===== config.mk =====
export PLATFORM = sky130hd
export DESIGN_NAME = seq_det_scheduler
export DESIGN_NICKNAME = d
export VERILOG_FILES = /design/src/rtl/seq_det_scheduler_pkg.sv /design/src/rtl/seq_det_scheduler_rr_arbiter.sv /design/src/rtl/seq_det_scheduler.sv
export SDC_FILE = /design/constraint.sdc
export NUM_CORES = 1
export LEC_CHECK = 0
export CAP_MARGIN = 40
export CORE_MARGIN = 5
export CORE_UTILIZATION = 50
export CTS_BUF_LIST = sky130_fd_sc_hd__clkbuf_16
export CTS_CLUSTER_DIAMETER = 80
export DETAILED_ROUTE_END_ITERATION = 8
export PLACE_DENSITY = 0.75
export RECOVER_POWER = 100
export SLEW_MARGIN = 30
export SYNTH_ARGS = -nofsm -noshare
export SYNTH_HDL_FRONTEND = slang
export SYNTH_SLANG_ARGS = --single-unit

===== constraint.sdc =====
create_clock -name clk -period 3.6 [get_ports clk]
set_input_delay 0.72 -clock clk [delete_from_list [all_inputs] [get_ports clk]]
set_output_delay 0.72 -clock clk [all_outputs]
set_load 0.02 [all_outputs]

===== src/rtl/seq_det_scheduler_pkg.sv =====
// Shared defaults and helpers for the time-multiplexed pattern detector.
package seq_sched_pkg;

    localparam int             DEF_NCH     = 4;
    localparam int             DEF_PLEN    = 4;
    localparam logic [7:0]     DEF_PATTERN = 8'b0000_1010;

    localparam int             CNT_W       = 16;
    localparam logic [15:0]    CNT_MAX     = 16'hFFFF;

    // Bits needed to hold a count in 0..n.
    function automatic int count_width(input int n);
        return $clog2(n + 1);
    endfunction

endpackage


===== src/rtl/seq_det_scheduler_rr_arbiter.sv =====
// Round-robin arbiter: grants the first request at or above i_ptr, wrapping.
module rr_arbiter #(
    parameter int NCH = 4,
    parameter int CW  = $clog2(NCH)
) (
    input  logic [NCH-1:0] i_req,
    input  logic [CW-1:0]  i_ptr,
    output logic [NCH-1:0] o_gnt,
    output logic [CW-1:0]  o_gnt_idx,
    output logic           o_any
);

    // Two passes: upper slice [ptr..NCH-1] first, then the wrapped slice [0..ptr-1].
    always_comb begin
        logic w_found;
        w_found   = 1'b0;
        o_gnt     = '0;
        o_gnt_idx = '0;
        for (int j = 0; j < NCH; j++) begin
            if (!w_found && i_req[j] && (j >= int'(i_ptr))) begin
                w_found   = 1'b1;
                o_gnt[j]  = 1'b1;
                o_gnt_idx = CW'(j);
            end
        end
        for (int j = 0; j < NCH; j++) begin
            if (!w_found && i_req[j]) begin
                w_found   = 1'b1;
                o_gnt[j]  = 1'b1;
                o_gnt_idx = CW'(j);
            end
        end
        o_any = w_found;
    end

endmodule


===== src/rtl/seq_det_scheduler.sv =====
// One serial pattern detector shared across NCH channels by a round-robin
// scheduler. Each channel keeps its own match count; one bit is processed
// per cycle. Optional per-channel detection counters: SEQ_DET_COUNT_EN.
module seq_det_scheduler
    import seq_sched_pkg::*;
#(
    parameter int              NCH     = DEF_NCH,
    parameter int              PLEN    = DEF_PLEN,
    parameter logic [PLEN-1:0] PATTERN = PLEN'(DEF_PATTERN),
    parameter int              CW      = $clog2(NCH)
) (
    input  logic             clk,
    input  logic             reset,
    input  logic [NCH-1:0]   req_valid,
    input  logic [NCH-1:0]   req_bit,
    output logic [NCH-1:0]   req_ready,
    input  logic [NCH-1:0]   ch_clear,
`ifdef SEQ_DET_COUNT_EN
    input  logic [CW-1:0]    cnt_sel,
    input  logic             cnt_clr,
    output logic [CNT_W-1:0] cnt_data,
`endif
    output logic             det_valid,
    output logic [CW-1:0]    det_ch
);

    localparam int            MW     = count_width(PLEN);
    localparam logic [MW-1:0] M_LAST = MW'(PLEN - 1);

    logic [MW-1:0]  r_ctx [NCH];
    logic [CW-1:0]  r_ptr;
    logic           r_det_valid;
    logic [CW-1:0]  r_det_ch;

    logic [NCH-1:0] w_gnt;
    logic [CW-1:0]  w_gnt_idx;
    logic           w_any;
    logic [MW-1:0]  w_m;
    logic [MW-1:0]  w_next;
    logic           w_bit;
    logic           w_exp;
    logic           w_full;
    logic           w_take;

    rr_arbiter #(.NCH(NCH), .CW(CW)) u_arb (
        .i_req     (req_valid),
        .i_ptr     (r_ptr),
        .o_gnt     (w_gnt),
        .o_gnt_idx (w_gnt_idx),
        .o_any     (w_any)
    );

    // Ready is suppressed while reset is held so no transfer is signalled.
    assign req_ready = reset ? '0 : w_gnt;

    // A clear on the granted channel consumes the bit without advancing it.
    assign w_take    = w_any && !ch_clear[w_gnt_idx];

    // Step the granted channel's context by one bit.
    always_comb begin
        w_m   = r_ctx[w_gnt_idx];
        w_bit = req_bit[w_gnt_idx];
        w_exp = 1'b0;
        for (int j = 0; j < PLEN; j++) begin
            if (w_m == MW'(j)) w_exp = PATTERN[PLEN-1-j];
        end
        w_full = (w_bit == w_exp) && (w_m == M_LAST);
        if (w_bit == w_exp) begin
            w_next = w_full ? '0 : w_m + MW'(1);
        end else begin
            // Mismatch falls back to "first bit seen" only if this bit starts the pattern.
            w_next = (w_bit == PATTERN[PLEN-1]) ? MW'(1) : '0;
        end
    end

    // Context array: clears win over the write-back from the engine.
    always_ff @(posedge clk or posedge reset) begin
        if (reset) begin
            for (int k = 0; k < NCH; k++) r_ctx[k] <= '0;
        end else begin
            for (int k = 0; k < NCH; k++) begin
                if (ch_clear[k]) begin
                    r_ctx[k] <= '0;
                end else if (w_any && (w_gnt_idx == CW'(k))) begin
                    r_ctx[k] <= w_next;
                end
            end
        end
    end

    // Round-robin pointer moves just past the channel last granted.
    always_ff @(posedge clk or posedge reset) begin
        if (reset) begin
            r_ptr <= '0;
        end else if (w_any) begin
            r_ptr <= (w_gnt_idx == CW'(NCH - 1)) ? '0 : w_gnt_idx + CW'(1);
        end
    end

    // Detection pulse with channel tag; the tag holds between pulses.
    always_ff @(posedge clk or posedge reset) begin
        if (reset) begin
            r_det_valid <= 1'b0;
            r_det_ch    <= '0;
        end else if (w_take && w_full) begin
            r_det_valid <= 1'b1;
            r_det_ch    <= w_gnt_idx;
        end else begin
            r_det_valid <= 1'b0;
        end
    end

    assign det_valid = r_det_valid;
    assign det_ch    = r_det_ch;

`ifdef SEQ_DET_COUNT_EN
    logic [CNT_W-1:0] r_cnt [NCH];

    // Saturating per-channel match counters; a clear beats an increment.
    always_ff @(posedge clk or posedge reset) begin
        if (reset) begin
            for (int k = 0; k < NCH; k++) r_cnt[k] <= '0;
        end else begin
            for (int k = 0; k < NCH; k++) begin
                if (cnt_clr && (cnt_sel == CW'(k))) begin
                    r_cnt[k] <= '0;
                end else if (w_take && w_full && (w_gnt_idx == CW'(k)) && (r_cnt[k] != CNT_MAX)) begin
                    r_cnt[k] <= r_cnt[k] + CNT_W'(1);
                end
            end
        end
    end

    // Read mux; an out-of-range select reads zero.
    always_comb begin
        cnt_data = '0;
        for (int k = 0; k < NCH; k++) begin
            if (cnt_sel == CW'(k)) cnt_data = r_cnt[k];
        end
    end
`endif

endmodule


==> results of run 1 <==
## synthesized netlist by cell type
| cell type | count |
|---|---|
| o211ai_1 | 4 |
| nor3_1 | 4 |
| mux4_2 | 3 |
| a311oi_2 | 1 |
| inv_1 | 11 |
| o21ba_2 | 1 |
| clkbuf_1 | 1 |
| nand2_1 | 11 |
| o2bb2a_1 | 1 |
| o21ai_0 | 8 |
| a211oi_2 | 1 |
| nor4_1 | 1 |
| nand3_1 | 8 |
| nand4_1 | 1 |
| and3_1 | 2 |
| a311oi_1 | 4 |
| buf_1 | 1 |
| ha_1 | 5 |
| o21a_1 | 1 |
| buf_2 | 1 |
| nand3b_1 | 4 |
| mux2i_1 | 4 |
| mux2_4 | 2 |
| a211oi_4 | 1 |
| nand2b_1 | 5 |
| buf_6 | 4 |
| o2111a_1 | 1 |
| mux4_1 | 2 |
| a21oi_1 | 16 |
| inv_2 | 1 |
| dfrtp_1 | 17 |
| or3_4 | 1 |
| nor2_1 | 6 |
## registers in the layout (all words and copies together) (netlist names)
| name | count |
|---|---|
| det_ch | 2 |
| det_valid | 1 |
| r_ctx | 12 |
| r_ptr | 2 |
## path summary, 6_finish.rpt
check	end	cells past startpoint	from
hold reg to reg	det_ch[1]$_DFFE_PP0P_	1	det_ch[1]$_DFFE_PP0P_
setup / recovery	r_ctx[9]$_DFFE_PP0P_	10	req_valid[2]
hold / removal	det_ch[1]$_DFFE_PP0P_	1	det_ch[1]$_DFFE_PP0P_
setup reg to reg	r_ctx[9]$_DFFE_PP0P_	9	r_ptr[1]$_DFFE_PP0P_
max in group asynchronous	r_ctx[2]$_DFFE_PP0P_	3	reset
min in group asynchronous	r_ctx[10]$_DFFE_PP0P_	2	reset
## logic make-up after synthesis
kind of cell / synth area share, %
compound gates: 21.32
flops: 33.40
buf+inv: 8.054
mux: 14.93
fa+ha+maj: 4.912
simple gates: 17.39
## per-layer routing
layer  global-route usage (%)  routed length [um]
met2                    35.80                1629
met1                    22.00                1297
met5                        0                   0
met4                    4.954                  47
met3                    4.468                 182
## placed cells by master, fill, tap and decap left out, types with 2 or more instances in the layout
cell and count:
buf_4 5, clkbuf_16 3, mux4_2 3, clkdlybuf4s50_1 11
mux4_1 2, a311oi_1 4, ha_1 5, nand3_1 8
nand2_1 11, mux2i_1 4, nand2b_1 5, nand3b_1 4
dlygate4sd3_1 9, dfrtp_1 17, o211ai_1 4, nor3_1 4
inv_1 11, mux2_4 2, o21ai_0 8, nor2_1 6
and3_1 2, clkbuf_1 2, a21oi_1 16
## cell type report
type,count,area (um2)
fillers,214,873.3
flip-flops and latches,17,425.4
clock inverters,1,7.507
multi-input cells,98,740.7
well taps,30,37.54
inverters,12,45.04
repair buffers,28,250.2
clock buffers,3,75.07
## power breakdown
| part | switching (mW) | internal, mW |
|---|---|---|
| registers | 0.0459 | 0.228 |
| logic | 0.269 | 0.212 |
| clock network | 0.0768 | 0.150 |
## stage by stage
step           worst slack [ns]  util [%]  hold slack, ns  instance area, um2  power (mW)
6_report                 0.2438     64.42          0.5053                1582      0.9816
5_1_grt                 0.05375     64.42          0.5286                1582       1.041
4_1_cts                  0.3102     65.04          0.5189                1597      0.9994
3_5_place_dp            0.07201     61.67          0.5077                1514      0.7634
3_3_place_gp             0.1651     61.67          0.4966                1514      0.7432
2_1_floorplan            0.6639         -          0.4927                1274      0.6429
==> flow_summary.json, run 1 <==
{
  "leakage_nw": 0.6812,
  "ctsResizeCount": 0,
  "hpwl_um": 2405,
  "crit_family": "compound AO/OA/AOI/OAI gates",
  "critPathSlowestCell": "mux4_1",
  "timing_worst_setup_path_type": "in -> reg",
  "ctsHoldBuffers": 0,
  "cts_buffers": 3,
  "ant_nets": 0,
  "min_period_ns": 3.356,
  "grt_usage_pct": 19.20,
  "ir_worst_vdd_mv": 0.4183,
  "grt_pass1_vias": 1151,
  "io_buffers": 20,
  "antenna_found_initial": 0,
  "ys_ff_latch": 17,
  "core_area_um2": 2455,
  "clk_pin_slew_ns": 0.06,
  "post_cts_buffers": 0,
  "post_drt_wl_per_cell_um": 16.70,
  "synthCells": 134,
  "rsz0062_at_grt": "no",
  "yosysTopAreaCell": "dfrtp_1",
  "nets": 179,
  "status": "finished, final reports clean",
  "ys_top_cells_by_area": "dfrtp_1, a21oi_1, mux4_2",
  "maxCapViolations": 0,
  "synth_area_um2": 1274,
  "maxSlewViolCount": 0,
  "worstPathArrival_ns": 3.51,
  "area_delta_synth_final_pct": 24.17,
  "clkSinkCount": 17,
  "initial_utilization_pct": 51.89,
  "insertedDiodeCount": 0,
  "grt_max_degree": 21,
  "cts_tree": "yes",
  "ys_seq_area_share_pct": 33.40,
  "cp.required_ns": 3.75,
  "fmax_mhz": 298.0,
  "skew_ns": 0.005521,
  "worst_pin_slew_ns": 0.5379,
  "cts_max_level": 1,
  "cpPeakStageDelay_ns": 0.66,
  "powerDensity_nw_per_um2": 620.7,
  "worstPathMaxFanout": 8,
  "slew_headroom_pct": 64.14,
  "hp-class": "reg -> reg",
  "first_iter_violations": 31,
  "critPathLaunchType": "primary input",
  "firstDrtPassIters": 4,
  "final_layout_size_suffix_gt1_share_pct": 11.95,
  "tns_ns": 0,
  "avgSynthCellArea_um2": 9.505,
  "grt_pass1_wl_um": 5195,
  "finalSetupViolations": 0,
  "dieWidth_um": 60.47,
  "drcViolationCount": 0,
  "design.die.area_um2": 3657,
  "rows": 18,
  "grt_overflow": 0,
  "hold_viol": 0,
  "critPathCaptureType": "flop",
  "finalNonFillerCells": 189,
  "yosysWarnings": 0,
  "drt-total-wl_um": 3157,
  "netlist.area_leader.share_pct": 33.40,
  "synth_cell_types": 33,
  "synth_fp_nets": 153,
  "gp_congestion": 0.9109,
  "via_count": 1132,
  "crit_buf_inv": 2,
  "cts_root_buffer": "clkbuf_16",
  "worstPathCellList": "dlygate4sd3_1 > mux2i_1 > nor2_1 > a311oi_2 > mux4_1 > inv_1 > ha_1 > a21oi_1 > o21ba_1 > a311oi_1",
  "r2r_slack_ns": 0.73,
  "clk_latency_ns": 0.25,
  "die_h_um": 60.47,
  "clock_path_buffers": 2,
  "period_share_pct": 93.23,
  "dp_cells": 185,
  "io_pins": 21,
  "via_per_inst": 5.989
}
Note: power is estimated with default switching activity, not from simulation.
==> inputs of run 2 (changes only) <==
--- a/config.mk
+++ b/config.mk
@@ -11,6 +11,7 @@
 export CTS_BUF_LIST = sky130_fd_sc_hd__clkbuf_16
 export CTS_CLUSTER_DIAMETER = 80
 export DETAILED_ROUTE_END_ITERATION = 8
+export GPL_ROUTABILITY_DRIVEN = 0
 export PLACE_DENSITY = 0.75
 export RECOVER_POWER = 100
 export SLEW_MARGIN = 30
==> results of run 2 <==
No change in the layout: final DEF, timing and power equal those of run 1.
==> variant 1 (settings of run 1) <==
The package constant `DEF_NCH` goes from 4 to 8.
--- a/src/rtl/seq_det_scheduler_pkg.sv
+++ b/src/rtl/seq_det_scheduler_pkg.sv
@@ -2,5 +2,5 @@
 package seq_sched_pkg;
 
-    localparam int             DEF_NCH     = 4;
+    localparam int             DEF_NCH     = 8;
     localparam int             DEF_PLEN    = 4;
     localparam logic [7:0]     DEF_PATTERN = 8'b0000_1010;
Ports: changed (5 resized); port bits go from 21 to 38. No check against the original RTL was run, so the function may have changed too.
==> variant 1 against run 1 <==
  * The run now ends with max-capacitance violations, max-slew violations, negative setup slack left
  * Count of clock-buffer cells in the layout rose by 2
  * Sequential share of layout area fell by 8.7 points
  * Clock skew about the same
  * Fmax is 15% lower
  * Routed wire length rose to 3.6 times the old value
  * Sequential cell count grew 14
  * Cell area rose to 2.7 times the old value
  * Setup slack got worse by 610 ps
  * Critical path depth up 8
  * Via count rose to 2.8 times the old value
  * Area after synthesis up 100%
  * Largest cell class unchanged
Power is left out: the tool's default activity adds up to more than one toggle a clock period on the data nets, which glitch-free logic cannot reach.
==> variant 1: results (changes against run 1) <==
{
  "worst_setup_path": {
    "r2r.worst_path.cells": {"value": 18, "change": "was 9"},
    "rr_startpoint": {"value": "r_ptr[0]", "change": "was r_ptr[1]"},
    "regToRegSetupSlack": {"value": -350, "unit": "ps", "change": "was 730 ps"},
    "crit_arrival": {"value": 4140, "unit": "ps", "change": "was 3510 ps"}
  },
  "placement": {
    "post-place-ws": {"value": -1070, "unit": "ps", "change": "was 72.0 ps"},
    "place.gp.congestion": {"value": 0.899, "change": "was 0.911"},
    "place_inst": {"value": 435, "change": "was 185"},
    "io_buffer_count": {"value": 37, "change": "was 20"}
  },
  "clock_network": {
    "post-cts-setup-buffer-count": {"value": 17, "change": "was 0"},
    "tritoncts.num_buffers": {"value": 5, "change": "was 3"},
    "clock_latency": {"value": 280, "unit": "ps", "change": "was 250 ps"}
  },
  "sta": {
    "setup_ws": {"value": -361, "unit": "ps", "change": "was 244 ps"},
    "setup_viol_count_final": {"value": 25, "change": "was 0"},
    "worst_slew_margin_rel": {"value": -19.7, "unit": "%", "change": "was 64.1%"},
    "drv_slew": {"value": 32, "change": "was 0"}
  },
  "outcome": {
    "violations": "max-capacitance violations, max-slew violations, negative setup slack",
    "run_status": {"value": "complete, but fails checks", "change": "was complete, no violations"}
  },
  "grt": {
    "use_met3": {"value": 5.70, "unit": "%", "change": "was 4.47%"},
    "grtUsageTotal": {"value": 30.3, "unit": "%", "change": "was 19.2%"}
  },
  "synthesis": {
    "synth_mux_area_share": {"value": 7.21, "unit": "%", "change": "was 14.9%"},
    "synthAdderAreaFrac": {"value": 5.74, "unit": "%", "change": "was 4.91%"},
    "synth.area.top_cells": {"value": "sky130_fd_sc_hd__dfrtp_1, sky130_fd_sc_hd__o41ai_2, sky130_fd_sc_hd__nand3b_1, sky130_fd_sc_hd__ha_1, sky130_fd_sc_hd__nor2_1", "change": "was sky130_fd_sc_hd__dfrtp_1, sky130_fd_sc_hd__a21oi_1, sky130_fd_sc_hd__mux4_2, sky130_fd_sc_hd__ha_1, sky130_fd_sc_hd__mux4_1"},
    "ys_top_cells_by_count": {"value": "sky130_fd_sc_hd__dfrtp_1, sky130_fd_sc_hd__nor2_1, sky130_fd_sc_hd__nand3b_1", "change": "was sky130_fd_sc_hd__dfrtp_1, sky130_fd_sc_hd__a21oi_1, sky130_fd_sc_hd__inv_1, sky130_fd_sc_hd__nand2_1"},
    "synth.net_count": {"value": 309, "change": "was 153"}
  },
  "cells_and_area": {
    "proportion_of_layout_cells_with_a_drive_suffix_above_1": {"value": 47.3, "unit": "%", "change": "was 11.9%"}
  },
  "drt": {
    "routed_wire_length_per_instance": {"value": 24.3, "unit": "µm", "change": "was 16.7 µm"},
    "drt_pre_antenna_iters": {"value": 5, "change": "was 4"}
  },
  "run": {
    "max_cap_violations": {"value": 1, "change": "was 0"}
  }
}
variant 1: changes by cell type after synthesis, moves of 6 or more:
| cell | delta |
|---|---|
| sky130_fd_sc_hd__a21oi_1 | -9 |
| sky130_fd_sc_hd__dfrtp_1 | +14 |
| sky130_fd_sc_hd__ha_1 | +6 |
| sky130_fd_sc_hd__mux2_2 | +6 |
| sky130_fd_sc_hd__nand2_1 | +7 |
| sky130_fd_sc_hd__nand3b_1 | +15 |
| sky130_fd_sc_hd__nor2_1 | +22 |
| sky130_fd_sc_hd__o41ai_1 | +7 |
| sky130_fd_sc_hd__o41ai_2 | +9 |
variant 1: area by class of cell:
cell class	instances	area (µm²)
Fill cell	259	761
Tap cell	70	87.6
Sequential cell	31	779
Timing Repair Buffer	134	1200
Clock inverter	3	15.0
Multi-Input combinational cell	215	2020
Clock buffer	5	125
Inverter	12	50.0
variant 1: kinds of logic after synthesis:
family / after synthesis
simple gates: 109
xor+xnor: 1
compound gates: 76
buf+inv: 26
mux: 17
flops: 31
fa+ha+maj: 12
==> variant 2 (flow settings as in run 1) <==
Without the edit above. The option `SEQ_DET_COUNT_EN` is turned on by a define.
--- a/src/rtl/seq_det_scheduler.sv
+++ b/src/rtl/seq_det_scheduler.sv
@@ -2,4 +2,6 @@
 // scheduler. Each channel keeps its own match count; one bit is processed
 // per cycle. Optional per-channel detection counters: SEQ_DET_COUNT_EN.
+`define SEQ_DET_COUNT_EN
+
 module seq_det_scheduler
     import seq_sched_pkg::*;
Ports: changed (added cnt_clr, cnt_data and cnt_sel); port bits go from 21 to 40. The function was not compared with the original's and may differ.
==> variant 2 against run 1 <==
  * Area after synthesis rose to 4.4 times the old value
  * Setup slack got worse by 170 ps
  * Routed wire length rose to 5.3 times the old value
  * Total power rose to 3.6 times the old value
  * Synthesized cell count rose to 4.6 times the old value
  * Cell area rose to 4.4 times the old value
  * Sequential cell count rose by 64
  * Sequential share of layout area rose by 2.4 points
  * First-iteration DRC count rose to 25 times the old value
  * Fmax fell by 4.8%
  * Critical path type unchanged
==> variant 2: results (changes against run 1) <==
{
  "placement": {
    "detailed_place.area": {"value": 6480, "unit": "µm²", "change": "was 1510 µm²"},
    "dp_hpwl": {"value": 12000, "unit": "µm", "change": "was 2410 µm"},
    "place_inst": {"value": 818, "change": "was 185"}
  },
  "worst_hold_path": {
    "holdPathStages": {"value": 2, "change": "was 1"}
  },
  "worst_setup_path": {
    "worst_path_largest_cell_delay": {"value": 490, "unit": "ps", "change": "was 660 ps"},
    "rr_startpoint": {"value": "r_ptr[0]", "change": "was r_ptr[1]"},
    "slowest_stage": {"value": "sky130_fd_sc_hd__or4_1", "change": "was sky130_fd_sc_hd__mux4_1"},
    "regToRegSetupSlack": {"value": 430, "unit": "ps", "change": "was 730 ps"}
  },
  "outcome": {
    "run_status": {"value": "complete, no violations", "change": "unchanged"}
  },
  "synthesis": {
    "synth.net_count": {"value": 647, "change": "was 153"},
    "synthXorXnorAreaFrac": {"value": 0.157, "unit": "%", "change": "was 0%"},
    "synth-seq-cells": {"value": 81, "change": "was 17"},
    "synth_seq_area_share": {"value": 36.2, "unit": "%", "change": "was 33.4%"},
    "synth_mux_area_share": {"value": 10.7, "unit": "%", "change": "was 14.9%"}
  },
  "cells_and_area": {
    "instances_no_fill": {"value": 839, "change": "was 189"},
    "layout.nonclk_buf_share": {"value": 13.3, "unit": "%", "change": "was 15.8%"},
    "proportion_of_layout_cells_with_a_drive_suffix_above_1": {"value": 20.6, "unit": "%", "change": "was 11.9%"},
    "num-nets-final": {"value": 723, "change": "was 179"},
    "count_of_buffers_not_belonging_to_the_clock_network_in_the_layout": {"value": 102, "change": "was 28"},
    "layout_area_growth_over_synthesis": {"value": 23.7, "unit": "%", "change": "was 24.2%"},
    "fillers": {"value": 888, "change": "was 214"}
  },
  "drt": {
    "drt_pre_antenna_iters": {"value": 5, "change": "was 4"},
    "drt-vias-per-instance": {"value": 6.60, "change": "was 5.99"},
    "routed_wire_length_per_instance": {"value": 20.0, "unit": "µm", "change": "was 16.7 µm"}
  },
  "grt": {
    "use_met3": {"value": 5.74, "unit": "%", "change": "was 4.47%"},
    "grt_max_degree": {"value": 47, "change": "was 21"},
    "grtUsageMet1": {"value": 34.6, "unit": "%", "change": "was 22.0%"}
  },
  "pwr": {
    "power_leakage": {"value": 0.00291, "unit": "µW", "change": "was 0.000681 µW"}
  },
  "sta": {
    "finalClockSkew": {"value": 14.7, "unit": "ps", "change": "was 5.52 ps"},
    "fin_crit": {"value": 3520, "unit": "ps", "change": "was 3360 ps"},
    "hold_ws": {"value": 514, "unit": "ps", "change": "was 505 ps"}
  }
}
variant 2: cell types whose count changed after synthesis, moves of 22 or more:
| cell | before | now |
|---|---|---|
| sky130_fd_sc_hd__nand4_1 | 1 | 25 |
| sky130_fd_sc_hd__nor2_1 | 6 | 28 |
| sky130_fd_sc_hd__and3_1 | 2 | 25 |
| sky130_fd_sc_hd__a21oi_1 | 16 | 43 |
| sky130_fd_sc_hd__o31ai_1 | 0 | 29 |
| sky130_fd_sc_hd__nand2_1 | 11 | 70 |
| sky130_fd_sc_hd__or4_1 | 0 | 32 |
| sky130_fd_sc_hd__dfrtp_1 | 17 | 81 |
| sky130_fd_sc_hd__nand3_1 | 8 | 45 |
variant 2: power by group:
part | internal (µW) | total (µW) | switching (µW)
sequential | 982 | 1050 | 68.3
clock | 479 | 904 | 425
combinational | 638 | 1620 | 984
total | 2100 | 3580 | 1480
